$ cat src/rtl/key_gen_pkg.sv
// Shared types, default timing and LFSR helpers for the key_press_gen block.
// The default constants assume the 50 MHz board clock.
package key_gen_pkg;

    typedef enum logic [2:0] {
        S_IDLE       = 3'd0,
        S_BOUNCE_IN  = 3'd1,
        S_HOLD       = 3'd2,
        S_BOUNCE_OUT = 3'd3,
        S_GAP        = 3'd4
    } key_state_e;

    // Galois form of x^16 + x^14 + x^13 + x^11 + 1, shifting right
    localparam logic [15:0] LFSR_TAPS = 16'hB400;

    localparam int          DEF_HOLD_CYCLES   = 2500000;
    localparam int          DEF_BOUNCE_CYCLES = 250000;
    localparam int          DEF_BOUNCE_STEP   = 12500;
    localparam int          DEF_GAP_CYCLES    = 1000000;
    localparam logic [15:0] DEF_LFSR_SEED     = 16'hACE1;

    function automatic int max4(input int a, input int b, input int c, input int d);
        int m;
        m = a;
        if (b > m) m = b;
        else m = m;
        if (c > m) m = c;
        else m = m;
        if (d > m) m = d;
        else m = m;
        return m;
    endfunction

    function automatic logic [15:0] lfsr_step(input logic [15:0] s);
        if (s[0]) return (s >> 1) ^ LFSR_TAPS;
        else return s >> 1;
    endfunction

endpackage

$ cat src/rtl/key_press_gen_lfsr16.sv
// lfsr16: 16-bit Galois LFSR with step enable; only built when KEY_GEN_BOUNCE_EN is defined.
// o_bit is bit 0 of the value the register takes on the next enabled step.
`ifdef KEY_GEN_BOUNCE_EN
module lfsr16
    import key_gen_pkg::*;
#(
    parameter logic [15:0] SEED = DEF_LFSR_SEED
) (
    input  logic clk,
    input  logic reset,
    input  logic i_step,
    output logic o_bit
);
    logic [15:0] r_state;
    logic [15:0] w_next;

    assign w_next = lfsr_step(r_state);
    assign o_bit  = w_next[0];

    // LFSR state register, reseeded only by reset
    always_ff @(posedge clk or posedge reset) begin
        if (reset) r_state <= SEED;
        else if (i_step) r_state <= w_next;
        else r_state <= r_state;
    end

endmodule
`endif

$ cat src/rtl/key_press_gen.sv
// key_press_gen: turns a one-cycle request into a realistic active-low KEY press burst.
// Define KEY_GEN_BOUNCE_EN for LFSR bounce phases around each hold; otherwise edges are clean.
module key_press_gen
    import key_gen_pkg::*;
#(
    parameter int          HOLD_CYCLES   = DEF_HOLD_CYCLES,
    parameter int          BOUNCE_CYCLES = DEF_BOUNCE_CYCLES,
    parameter int          BOUNCE_STEP   = DEF_BOUNCE_STEP,
    parameter int          GAP_CYCLES    = DEF_GAP_CYCLES,
    parameter logic [15:0] LFSR_SEED     = DEF_LFSR_SEED
) (
    input  logic       clk,
    input  logic       reset,
    input  logic       press_req,
    input  logic [3:0] press_count,
    input  logic       abort,
    output logic       key_n,
    output logic       busy,
    output logic       done
);
    localparam int CNT_W  = $clog2(max4(HOLD_CYCLES, BOUNCE_CYCLES, GAP_CYCLES, BOUNCE_STEP) + 1);
    localparam int STEP_W = $clog2(BOUNCE_STEP + 1);

`ifdef KEY_GEN_BOUNCE_EN
    localparam key_state_e S_FIRST      = S_BOUNCE_IN;
    localparam key_state_e S_AFTER_HOLD = S_BOUNCE_OUT;
`else
    localparam key_state_e S_FIRST      = S_HOLD;
    localparam key_state_e S_AFTER_HOLD = S_GAP;
`endif

    key_state_e        r_state, w_state_nx;
    logic [CNT_W-1:0]  r_cnt, w_cnt_nx;
    logic [STEP_W-1:0] r_step, w_step_nx;
    logic [3:0]        r_rem, w_rem_nx;
    logic              r_key_n, w_key_nx;
    logic              r_busy, w_busy_nx;
    logic              r_done, w_done_nx;
    logic              w_enter;
    logic              w_lfsr_en;
    logic              w_lfsr_bit;

    // Counter holds (phase length - 1) on entry and counts down to zero.
    function automatic logic [CNT_W-1:0] phase_len_m1(input key_state_e st);
        case (st)
            S_BOUNCE_IN, S_BOUNCE_OUT: return CNT_W'(BOUNCE_CYCLES - 1);
            S_HOLD:                    return CNT_W'(HOLD_CYCLES - 1);
            S_GAP:                     return CNT_W'(GAP_CYCLES - 1);
            default:                   return {CNT_W{1'b0}};
        endcase
    endfunction

    // Phase sequencing, burst bookkeeping and abort override
    always_comb begin
        w_state_nx = r_state;
        w_rem_nx   = r_rem;
        w_cnt_nx   = r_cnt - CNT_W'(1);
        w_done_nx  = 1'b0;
        w_enter    = 1'b0;
        case (r_state)
            S_IDLE: begin
                w_cnt_nx = r_cnt;
                if (press_req && (press_count != 4'd0) && !r_busy) begin
                    w_state_nx = S_FIRST;
                    w_rem_nx   = press_count;
                    w_enter    = 1'b1;
                end else begin
                    w_state_nx = S_IDLE;
                end
            end
            S_BOUNCE_IN: begin
                if (r_cnt == {CNT_W{1'b0}}) begin
                    w_state_nx = S_HOLD;
                    w_enter    = 1'b1;
                end else begin
                    w_state_nx = S_BOUNCE_IN;
                end
            end
            S_HOLD: begin
                if (r_cnt == {CNT_W{1'b0}}) begin
                    w_state_nx = S_AFTER_HOLD;
                    w_enter    = 1'b1;
                end else begin
                    w_state_nx = S_HOLD;
                end
            end
            S_BOUNCE_OUT: begin
                if (r_cnt == {CNT_W{1'b0}}) begin
                    w_state_nx = S_GAP;
                    w_enter    = 1'b1;
                end else begin
                    w_state_nx = S_BOUNCE_OUT;
                end
            end
            S_GAP: begin
                if (r_cnt == {CNT_W{1'b0}}) begin
                    w_rem_nx = r_rem - 4'd1;
                    w_enter  = 1'b1;
                    if (r_rem != 4'd1) begin
                        w_state_nx = S_FIRST;
                    end else begin
                        w_state_nx = S_IDLE;
                        w_done_nx  = 1'b1;
                    end
                end else begin
                    w_state_nx = S_GAP;
                end
            end
            default: begin
                w_state_nx = S_IDLE;
                w_cnt_nx   = {CNT_W{1'b0}};
            end
        endcase

        if (abort && (r_state != S_IDLE)) begin
            w_state_nx = S_GAP;
            w_rem_nx   = 4'd1;
            w_done_nx  = 1'b0;
            w_enter    = 1'b1;
        end else begin
            w_state_nx = w_state_nx;
        end

        if (w_enter) w_cnt_nx = phase_len_m1(w_state_nx);
        else w_cnt_nx = w_cnt_nx;

        w_busy_nx = (w_state_nx != S_IDLE) || w_done_nx;
    end

    // Level of key_n for the upcoming cycle, including bounce sampling
    always_comb begin
        w_key_nx  = r_key_n;
        w_step_nx = r_step;
        w_lfsr_en = 1'b0;
        case (w_state_nx)
            S_HOLD: w_key_nx = 1'b0;
            S_BOUNCE_IN, S_BOUNCE_OUT: begin
                if (w_enter || (r_step == STEP_W'(BOUNCE_STEP - 1))) w_step_nx = {STEP_W{1'b0}};
                else w_step_nx = r_step + STEP_W'(1);
                // the final bounce cycle settles to the level of the next phase
                if (w_cnt_nx == {CNT_W{1'b0}}) begin
                    w_key_nx = (w_state_nx == S_BOUNCE_OUT);
                end else if (w_step_nx == {STEP_W{1'b0}}) begin
                    w_lfsr_en = 1'b1;
                    w_key_nx  = w_lfsr_bit;
                end else begin
                    w_key_nx = r_key_n;
                end
            end
            default: w_key_nx = 1'b1;
        endcase
    end

    // State, counters and registered outputs
    always_ff @(posedge clk or posedge reset) begin
        if (reset) begin
            r_state <= S_IDLE;
            r_cnt   <= {CNT_W{1'b0}};
            r_step  <= {STEP_W{1'b0}};
            r_rem   <= 4'd0;
            r_key_n <= 1'b1;
            r_busy  <= 1'b0;
            r_done  <= 1'b0;
        end else begin
            r_state <= w_state_nx;
            r_cnt   <= w_cnt_nx;
            r_step  <= w_step_nx;
            r_rem   <= w_rem_nx;
            r_key_n <= w_key_nx;
            r_busy  <= w_busy_nx;
            r_done  <= w_done_nx;
        end
    end

`ifdef KEY_GEN_BOUNCE_EN
    lfsr16 #(.SEED(LFSR_SEED)) u_lfsr (
        .clk    (clk),
        .reset  (reset),
        .i_step (w_lfsr_en),
        .o_bit  (w_lfsr_bit)
    );
`else
    logic        w_unused_lfsr_en;
    logic [15:0] w_unused_seed;
    assign w_lfsr_bit       = 1'b0;
    assign w_unused_lfsr_en = w_lfsr_en;
    assign w_unused_seed    = LFSR_SEED;
`endif

    assign key_n = r_key_n;
    assign busy  = r_busy;
    assign done  = r_done;

endmodule
$ cat config.mk
export PLATFORM = sky130hd
export DESIGN_NAME = key_press_gen
export DESIGN_NICKNAME = d
export VERILOG_FILES = /design/src/rtl/key_gen_pkg.sv /design/src/rtl/key_press_gen_lfsr16.sv /design/src/rtl/key_press_gen.sv
export SDC_FILE = /design/constraint.sdc
export NUM_CORES = 1
export LEC_CHECK = 0
export ABC_AREA = 1
export BUFFER_PORTS_ARGS = -buffer_cell sky130_fd_sc_hd__buf_2
export CAP_MARGIN = 20
export CORE_MARGIN = 8
export CORE_UTILIZATION = 55
export CTS_CLUSTER_DIAMETER = 120
export DETAILED_ROUTE_END_ITERATION = 8
export PLACE_DENSITY = 0.72
export SYNTH_ARGS = -nofsm -noshare
export SYNTH_HDL_FRONTEND = slang
export SYNTH_SLANG_ARGS = --single-unit
$ cat constraint.sdc
create_clock -name clk -period 3.9 [get_ports clk]
set_input_delay 0.78 -clock clk [delete_from_list [all_inputs] [get_ports clk]]
set_output_delay 0.78 -clock clk [all_outputs]
set_load 0.01 [all_outputs]
==> summary.txt, run 1 <==
TritonRoute pass-1 iters: 5
EDFF count, synth: 0
Final Cell Area: 3591 µm²
Post-CTS Resized: 0
CP delay by family, top: simple AND/OR/NAND/NOR gates
vias in the first global route: 2919
Vias/cell: 5.387
Synth Register Bits: 46
diode count: 0
Least-Margin Pin Slew: 0.5074 ns
DR iter-0 viols: 178
R2R Path Start: r_state[0]$_DFF_PP0_
initial core utilization: 56.89%
layout cells sized above 1: 13.41%
Final #Nets: 518
clock transition at the registers of the reported paths: 0.10 ns
die height: 94.26 µm
type of the worst setup path: reg2reg
asr flop ratio synth: 100.0%
Worst Skew: 0.01031 ns
Hold Crit Class: in2async
Clk Latency, worst-skew pair: 0.31 ns
WL final: 7.618 mm
CTS tree: done
fin. max-slew vios: 0
setup slack, reg-to-reg: 1.24 ns
post-synth net total: 508
CTS root buffer: clkbuf_8
RSZ-0062 raised after global routing: no
post-DP HPWL: 5.654 mm
worst setup path start: r_state[0]$_DFF_PP0_
reg2reg path depth: 16
Final period util: 68.21%
antenna violations before repair: 0
Syn-to-layout area delta: 6.612%
sequential area share after synthesis: 34.21%
DR WL/cell: 13.09 µm
prevailing post-synth register cell: dfrtp_1
Worst EP required: 4.16 ns
WP buf/inv: 2
largest net degree at the start of global routing: 47
Core Region: 5921 µm²
CP arrival: 2.92 ns
RR Endpoint: key_n$_DFFE_PP1P_
nature of the critical path startpoint: flip-flop
Final Hold Fails: 0
relative slew slack: 66.09%
clock sink count: 46
Max Freq: 0.3759 GHz
io pins: 11
Routability Congestion: 0.8442
Ys Warns: 0
VDD IR max: 0.1707 mV
H-tree levels: 2
Finished Layout Cells: 582
crit path capture type: flip-flop
Die W: 94.26 µm
synthesized area: 3368 µm²
maxcap violations: 0
total grt overflow: 0
synth unique cells: 40
die area: 8884 µm²
drc violations: 0
input/output buffers: 10
CTS Hold Bufs: 0
Detail Route Antenna Nets: 0
Pleak: 1.799 nW
dpl cell area: 3457 µm²
All-Layer GR Usage: 18.53%
instance count on the critical path: 16
routed vias: 3135
minimum clock period: 2.660 ns
Slowest Stage Delay on Critical Path: 0.45 ns
clk buf depth: 2
buffer count from post-CTS setup fixing: 0
placement row count: 28
Syn Area/Cell: 6.791 µm²
CP Cell Sequence: nor2_4 > nand2_2 > nand3_4 > inv_2 > nor2_4 > nor2_4 > nand2_2 > inv_2 > nand3_1 > nand2_1 > nor2_1 > nand2_1 > nor2_1 > nor2_1 > nand3_1 > nand2_2
Setup TNS Final: 0 ns
fill count: 543
power per cell area: 280.6 nW/µm²
CTS buffer count: 5
worst setup path endpoint: key_n$_DFFE_PP1P_
Syn Inst Count: 496
placed cells: 573
CP max FO: 25
first-pass GRT wire length: 13.34 mm
status: finished, final reports clean
final setup fails: 0
Crit-path slowest cell: dfrtp_1
state kept, by name, summed over array words and instances, names as in the netlist:
name and flops:
done 1, r_rem 4, key_n 1, busy 1, r_state 3, r_step 14, r_cnt 22
layer usage:
metal | global-route usage, % | wire length [µm] | vias up
met5 | 0 | 0 | -
met4 | 5.680 | 102 | 0
met3 | 3.118 | 301 | 13
met2 | 29.61 | 3595 | 72
met1 | 24.78 | 3618 | 1441
li1 | - | - | 1609
how the worst min path moves through the flow:
stage | startpoint | end | slack [ns] | depth (start not counted)
final | reset | r_rem[3]$_DFFE_PP0P_ | 0.33 | 2
after global routing | reset | r_rem[1]$_DFFE_PP0P_ | 0.32 | 2
after CTS | key_n$_DFFE_PP1P_ | key_n$_DFFE_PP1P_ | 0.52 | 2
after detailed placement | key_n$_DFFE_PP1P_ | key_n$_DFFE_PP1P_ | 0.50 | 2
after global placement | key_n$_DFFE_PP1P_ | key_n$_DFFE_PP1P_ | 0.50 | 2
after floorplan | r_step[4]$_DFFE_PP0N_ | r_step[4]$_DFFE_PP0N_ | 0.47 | 2
kinds of logic (layout without fill, tap and decap cells):
logic type	after synthesis	count (layout)	synth area share, %
and+or+nand+nor	312	312	44.24
buffers and inverters	67	78	8.395
AOI/OAI and AO/OA	60	60	9.845
DFF	46	46	34.21
xor gates and xnor gates	7	7	1.820
adders and majority gates	4	4	1.486
synthesized netlist by cell type (5+ instances only):
library cell | number | area share (%)
nand2_1 | 152 | 17
nor2_1 | 59 | 6.6
inv_1 | 53 | 5.9
dfrtp_1 | 45 | 33
nand3_1 | 43 | 6.4
o21ai_0 | 39 | 5.8
nor2_2 | 10 | 1.9
a21oi_1 | 8 | 1.2
nand2_2 | 8 | 1.5
nor3_1 | 8 | 1.2
nor2_4 | 7 | 2.3
nand4_1 | 6 | 1.1
nand3_2 | 5 | 1.5
power by group:
part | switching (mW) | leakage (nW) | internal [mW] | total (mW)
sequential | 0.0171 | 0.570 | 0.493 | 0.510
combinational | 0.0853 | 1.18 | 0.0466 | 0.132
clock | 0.175 | 0.0504 | 0.191 | 0.366
total | 0.277 | 1.80 | 0.730 | 1.01
through the flow:
stage                     util [%]  setup slack, ns  total power, mW  hold slack, ns
final                        60.65            1.240            1.008          0.3285
after CTS                    60.31            1.237            1.015          0.5212
after floorplan                  -            1.774           0.6200          0.4742
after global routing         60.65           0.9177            1.057          0.3231
after detailed placement     58.39            1.193           0.6483          0.5050
after global placement       58.39            1.273           0.6446          0.4992
placed cells by master, fill, tap and decap left out, drive strengths merged:
cell,n
nor3,9
nand4,6
buf,12
inv,57
or2,2
and3,1
nand3,52
dfrtp,45
nor2,76
a21oi,9
clkinvlp,2
xor2,4
o21ai,43
clkinv,1
xnor2,3
clkbuf,5
o21bai,2
a211oi,1
dfstp,1
nor4,1
o31ai,1
a21boi,1
nand2,164
o22ai,3
bufinv,1
ha,4
nand3b,1
area by class of cell:
class	instances	area (µm²)	share of cell area, %
inverters	58	220.2	6.132
repair buffers	12	77.57	2.160
clock inverters	3	45.04	1.254
clock buffers	5	68.82	1.916
well taps	75	93.84	2.613
multi-input cells	383	1933	53.83
flip-flops and latches	46	1152	32.09
(Power assumes the default switching activity.)
==> run 2, diff against run 1 <==
--- a/config.mk
+++ b/config.mk
@@ -5,14 +5,14 @@
 export SDC_FILE = /design/constraint.sdc
 export NUM_CORES = 1
 export LEC_CHECK = 0
-export ABC_AREA = 1
+export ABC_AREA = 0
 export BUFFER_PORTS_ARGS = -buffer_cell sky130_fd_sc_hd__buf_2
 export CAP_MARGIN = 20
 export CORE_MARGIN = 8
 export CORE_UTILIZATION = 55
 export CTS_CLUSTER_DIAMETER = 120
 export DETAILED_ROUTE_END_ITERATION = 8
-export PLACE_DENSITY = 0.72
+export PLACE_DENSITY = 0.75
 export SYNTH_ARGS = -nofsm -noshare
 export SYNTH_HDL_FRONTEND = slang
 export SYNTH_SLANG_ARGS = --single-unit
==> constraint.sdc (replaced) <==
create_clock -name clk -period 2.4 [get_ports clk]
set_input_delay 0.48 -clock clk [delete_from_list [all_inputs] [get_ports clk]]
set_output_delay 0.48 -clock clk [all_outputs]
set_load 0.01 [all_outputs]
==> summary.txt, run 2 <==
status: complete, but fails checks
failing checks: setup timing
placement row count: 28 (unchanged)
crit path capture type: flip-flop
post-synth net total: 422 (-17%)
asr flop ratio synth: 100.0% (unchanged)
top flop regs: r_cnt (22), r_step (14), r_rem (4)
worst setup path start: r_cnt[12]$_DFF_PP0_
synthesized area: 3242 µm² (-3.8%)
Ys Warns: 0 (unchanged)
die height: 92.78 µm (-1.6%)
clock transition at the registers of the reported paths: 0.10 ns (about the same)
diode count: 0 (unchanged)
largest net degree at the start of global routing: 29 (-38%)
CTS root buffer: clkbuf_8
CTS tree: done
relative slew slack: 58.28% (-7.8 points)
WP buf/inv: 0 (-2)
clock sink count: 46 (unchanged)
io pins: 11 (unchanged)
drc violations: 0 (unchanged)
synth unique cells: 64 (+60%)
Syn-to-layout area delta: 31.42%
synth cell count leaders: 45 x dfrtp_1, 45 x nor2_1, 44 x o21ai_0, 32 x nand2_1, 24 x a21oi_1
routed vias: 3614 (+15%)
Clk Latency, worst-skew pair: 0.31 ns (about the same)
total grt overflow: 0 (unchanged)
Post-Route Utilization: 73.26% (+13 points)
WL final: 9.990 mm (+31%)
TritonRoute pass-1 iters: 5 (unchanged)
sequential area share after synthesis: 35.55% (+1.3 points)
Synth Register Bits: 46 (unchanged)
Least-Margin Pin Slew: 0.6249 ns (+0.1176 ns)
top post-synthesis cells by area: dfrtp_1 35%, o21ai_0 6.8%, nor2_1 5.2%, a21oi_1 3.7%, nand2_1 3.7%
antenna violations before repair: 0 (unchanged)
biggest area consumer among synthesized cells: dfrtp_1
prevailing post-synth register cell: dfrtp_1
post-DP HPWL: 6.782 mm (+20%)
Syn Inst Count: 410 (-17%)
RSZ-0062 raised after global routing: yes
clk buf depth: 2 (unchanged)
CTS buffer count: 5 (unchanged)
fin. max-slew vios: 0 (unchanged)
top cell type's share of synthesized area: 34.74% (+1.3 points)
Detail Route Antenna Nets: 0 (unchanged)
Pleak: 1.797 nW (-0.11%)
CP max FO: 6 (-76%)
Setup TNS Final: -2.510 ns (-2.510 ns)
input/output buffers: 10 (unchanged)
Die W: 92.78 µm (-1.6%)
Hold Crit Class: in2async
All-Layer GR Usage: 22.12% (+3.6 points)
EDFF count, synth: 0 (unchanged)
Most flops, register: r_cnt
Slowest Stage Delay on Critical Path: 0.55 ns (+0.10 ns)
die area: 8607 µm² (-3.1%)
nature of the critical path startpoint: flip-flop
Core Region: 5816 µm² (-1.8%)
type of the worst setup path: reg2reg
final setup margin: -0.3350 ns (-1.575 ns)
CP Cell Sequence: or4_4 > or4_4 > nor2_4 > o2111ai_1 > or2_1 > a211oi_1 > a21oi_1 > a211o_1
Largest register FFs: 22 (unchanged)
Final Hold Fails: 0 (unchanged)
Worst EP required: 2.64 ns (-1.52 ns)
vias in the first global route: 3277 (+12%)
power per cell area: 1179 nW/µm² (+320%)
most frequent cells in the layout: 85 x buf_4, 45 x dfrtp_1, 43 x nor2_1
layout cells sized above 1: 29.72% (+16 points)
DR WL/cell: 17.43 µm (+33%)
first-pass GRT wire length: 15.61 mm (+17%)
Worst Skew: 0.01204 ns (+0.001733 ns)
Fin Hold WS: 0.2421 ns (-0.08643 ns)
commonest non-fill, non-tap cell in the layout: buf_4
final setup fails: 25 (+25)
minimum clock period: 2.735 ns (+0.07485 ns)
VDD IR max: 0.7560 mV (+340%)
Worst path most repeated cell: or4_4
Final #Nets: 509 (-1.7%)
Vias/cell: 6.307 (+17%)
CP delay by family, top: simple AND/OR/NAND/NOR gates
DR iter-0 viols: 300 (+69%)
initial core utilization: 55.74% (-1.1 points)
Crit-path slowest cell: or4_4
H-tree levels: 2 (unchanged)
CP arrival: 2.98 ns (+0.06 ns)
maxcap violations: 0 (unchanged)
Routability Congestion: 0.9230 (+9.3%)
Final period util: 114.0% (+46 points)
R2R Path Start: r_cnt[12]$_DFF_PP0_
Syn Area/Cell: 7.907 µm² (+16%)
Max Freq: 0.3656 GHz (-2.7%)
run 2: worst paths after layout:
path	end	slack (ns)	cells past startpoint
min	r_cnt[16]$_DFF_PP0_	0.24	2
min in group clk	r_rem[1]$_DFFE_PP0P_	0.51	2
max	key_n$_DFFE_PP1P_	-0.34	8
max in group asynchronous	r_rem[3]$_DFFE_PP0P_	1.56	3
min reg2reg	r_rem[1]$_DFFE_PP0P_	0.51	2
max reg2reg	key_n$_DFFE_PP1P_	-0.34	8
run 2: report_power, final:
part / switching [mW] / internal [mW] / leakage [nW] / total [mW]
clock: 0.284 / 0.232 / 0.0472 / 0.516
sequential: 0.203 / 0.993 / 0.593 / 1.20
combinational: 1.77 / 1.54 / 1.16 / 3.31
total: 2.26 / 2.77 / 1.80 / 5.02
run 2: worst register-to-register path: stages (launching register included):
cell and delay [ns]:
dfrtp_1 0.39, or4_4 0.55, or4_4 0.52, nor2_4 0.17
o2111ai_1 0.17, or2_1 0.30, a211oi_1 0.24, a21oi_1 0.10
a211o_1 0.23
run 2: layer usage:
metal / GRT usage, % / share of wire, % / up-vias
li1: - / - / 1700
met1: 29.33 / 41 / 1690
met2: 36.21 / 49 / 196
met3: 2.508 / 8.0 / 28
met4: 7.919 / 2.3 / 0
met5: 0 / 0 / -
run 2: cell type report:
cell class	instances	area, µm²
clock buffers	6	82.58
inverters	15	56.30
repair buffers	105	800.8
multi-input cells	324	2062
fillers	450	1555
clock inverters	2	12.51
flip-flops and latches	46	1152
well taps	75	93.84
run 2: cells by family after synthesis:
logic type	Yosys count	share of synthesized area [%]
AND/OR/NAND/NOR	182	29.76
AO/OA/AOI/OAI	124	24.32
flip-flops	46	35.55
buffers and inverters	40	5.017
XOR/XNOR	13	3.512
adder cells (fa/ha/maj)	5	1.853
run 2: what timing repair did:
item	in CTS	in global routing
hold buffers	0	0
gates cloned	1	0
setup endpoints to repair	19	33
gates resized for setup	30	30
setup buffers	2	4
endpoints found under the hold margin	0	0
pin swaps	2	0
run 2: per-stage QoR:
| stage | setup WS (ns) | total power, mW | instance area, µm² | std cells |
|---|---|---|---|---|
| 5_1_grt | -0.4148 | 5.331 | 4260 | 573 |
| 3_5_place_dp | -0.2967 | 3.926 | 3946 | 558 |
| 4_1_cts | -0.2236 | 4.614 | 4116 | 569 |
| 3_3_place_gp | -0.2440 | 3.849 | 3946 | 558 |
| 2_1_floorplan | -0.3045 | 2.749 | 3256 | 410 |
| 6_report | -0.3350 | 5.025 | 4260 | 573 |
==> run 3, diff against run 2 <==
--- a/config.mk
+++ b/config.mk
@@ -9,10 +9,12 @@
 export BUFFER_PORTS_ARGS = -buffer_cell sky130_fd_sc_hd__buf_2
 export CAP_MARGIN = 20
 export CORE_MARGIN = 8
-export CORE_UTILIZATION = 55
+export CORE_UTILIZATION = 56
 export CTS_CLUSTER_DIAMETER = 120
 export DETAILED_ROUTE_END_ITERATION = 8
-export PLACE_DENSITY = 0.75
+export PLACE_DENSITY = 0.76
+export SETUP_SLACK_MARGIN = 0.3
+export SLEW_MARGIN = 5
 export SYNTH_ARGS = -nofsm -noshare
 export SYNTH_HDL_FRONTEND = slang
 export SYNTH_SLANG_ARGS = --single-unit
==> summary.txt, run 3 (synthesis gave the netlist of run 2 again) <==
status: complete, but fails checks
failing checks: setup timing
drc violations: 0 (unchanged)
Hold Crit Class: in2async
crit path capture type: flip-flop
CTS buffer count: 5 (unchanged)
final setup margin: -0.4921 ns (-0.1570 ns)
Final #Nets: 513 (+0.79%)
CP arrival: 3.15 ns (+0.17 ns)
io pins: 11 (unchanged)
Least-Margin Pin Slew: 0.6262 ns (+0.001266 ns)
TritonRoute pass-1 iters: 6 (+1)
Setup TNS Final: -6.193 ns (-3.683 ns)
nature of the critical path startpoint: flip-flop
Vias/cell: 6.953 (+10%)
H-tree levels: 2 (unchanged)
initial core utilization: 58.51% (+2.8 points)
clock transition at the registers of the reported paths: 0.10 ns (about the same)
CTS root buffer: clkbuf_8
type of the worst setup path: reg2reg
CTS tree: done
layout cells sized above 1: 38.05% (+8.3 points)
area of the multi-input gates: 2375 µm² (+15%)
fin. max-slew vios: 0 (unchanged)
fill count: 302 (-33%)
power per cell area: 1216 nW/µm² (+3.1%)
Worst EP required: 2.65 ns (about the same)
CP max FO: 8 (+2)
diode count: 0 (unchanged)
most frequent cells in the layout: 72 x buf_4, 45 x dfrtp_1, 40 x nor2_1
die height: 92.09 µm (-0.74%)
Routability Congestion: 0.9525 (+3.2%)
Final Hold Fails: 0 (unchanged)
input/output buffers: 10 (unchanged)
Fin Hold WS: 0.3234 ns (+0.08125 ns)
Die W: 92.09 µm (-0.74%)
Worst Skew: 0.009482 ns (-0.002558 ns)
Largest register FFs: 22 (unchanged)
final setup fails: 29 (+16%)
vias in the first global route: 3697 (+13%)
Most flops, register: r_cnt
first-pass GRT wire length: 17.62 mm (+13%)
maxcap violations: 0 (unchanged)
Syn-to-layout area delta: 44.85%
commonest non-fill, non-tap cell in the layout: buf_4
Seq. cell area: 1152 µm² (unchanged)
Detail Route Antenna Nets: 0 (unchanged)
clock sink count: 46 (unchanged)
antenna violations before repair: 0 (unchanged)
DR iter-0 viols: 437 (+46%)
clk buf depth: 2 (unchanged)
top flop regs: r_cnt (22), r_step (14), r_rem (4)
placement row count: 27 (-3.6%)
DR WL/cell: 21.91 µm (+26%)
Pleak: 1.906 nW (+6.1%)
die area: 8480 µm² (-1.5%)
VDD IR max: 1.030 mV (+36%)
routed vias: 3991 (+10%)
Clk Latency, worst-skew pair: 0.31 ns (about the same)
Core Region: 5540 µm² (-4.7%)
Tot Pwr: 5.709 mW (+14%)
Final period util: 120.5% (+6.5 points)
relative slew slack: 58.25% (about the same)
largest net degree at the start of global routing: 47 (+62%)
total grt overflow: 0 (unchanged)
Max Freq: 0.3458 GHz (-5.4%)
RSZ-0062 raised after global routing: yes
All-Layer GR Usage: 25.04% (+2.9 points)
minimum clock period: 2.892 ns (+0.1570 ns)
post-DP HPWL: 6.922 mm (+2.1%)
WL final: 12.58 mm (+26%)
-- run 3: changes by cell type in the layout (fill, tap and decap cells not counted), moves of 5 or more --
cell	before	now
o31ai_1	12	2
o21ai_1	19	14
o21ai_0	23	17
o21ai_2	3	14
buf_4	85	72
o31ai_4	1	8
buf_6	10	21
-- run 3: what timing repair did --
item / in CTS / in global routing
gates cloned: 1 / 0
hold endpoints to repair: 0 / 0
pin swaps: 15 / 12
setup buffers: 8 / 7
gates resized for setup: 94 / 44
endpoints found under the setup margin: 44 / 45
hold buffers: 0 / 0
-- run 3: cell type report --
class	instances	area share, %
Clock buffer	5	1.465
Multi-Input combinational cell	324	50.57
Tap cell	72	1.918
Timing Repair Buffer	109	19.85
Inverter	15	1.199
Sequential cell	46	24.54
Clock inverter	3	0.4530
-- run 3: worst paths after layout --
| path | from | endpoint | slack (ns) | cells past startpoint |
|---|---|---|---|---|
| max in group asynchronous | reset | r_cnt[10]$_DFF_PP0_ | 1.64 | 3 |
| worst max-delay path | r_cnt[0]$_DFF_PP0_ | key_n$_DFFE_PP1P_ | -0.49 | 11 |
| worst max register to register | r_cnt[0]$_DFF_PP0_ | key_n$_DFFE_PP1P_ | -0.49 | 11 |
| worst min register to register | r_rem[1]$_DFFE_PP0P_ | r_rem[1]$_DFFE_PP0P_ | 0.56 | 2 |
| worst min-delay path | reset | r_step[13]$_DFFE_PP0N_ | 0.32 | 3 |
| min in group clk | r_rem[1]$_DFFE_PP0P_ | r_rem[1]$_DFFE_PP0P_ | 0.56 | 2 |
-- run 3: layer usage --
| metal | up-vias | share of wire [%] | GRT usage (%) |
|---|---|---|---|
| met3 | 86 | 8.8 | 4.564 |
| met2 | 313 | 50 | 43.98 |
| met1 | 1889 | 36 | 28.72 |
| met4 | 0 | 5.2 | 11.68 |
| li1 | 1703 | - | - |
| met5 | - | 0 | 0 |
-- run 3: metrics by stage --
step | worst slack [ns] | cell area, µm² | instances | utilization [%]
after floorplan | -0.3039 | 3271 | 410 | -
after global placement | -0.2299 | 3945 | 550 | 71.21
after detailed placement | -0.3195 | 3945 | 550 | 71.21
after CTS | -0.2669 | 4429 | 567 | 79.95
after global routing | -0.5506 | 4696 | 574 | 84.76
final | -0.4921 | 4696 | 574 | 84.76
-- run 3: critical path, cell delays in order (launching register included) --
cell and delay, ns:
dfrtp_1 0.40, buf_4 0.16, or3_1 0.43, nor4_1 0.37, buf_4 0.21, nand4_1 0.13
xnor2_1 0.15, nand2_1 0.13, nand4_1 0.18, a211o_1 0.33, o21ai_1 0.19, a211o_1 0.16
-- run 3: power breakdown --
part	switching, mW	total, mW	leakage [nW]	internal (mW)
Sequential	0.251	1.24	0.593	0.993
Combinational	2.16	3.95	1.27	1.80
Clock	0.305	0.511	0.0441	0.206
Total	2.71	5.71	1.91	3.00
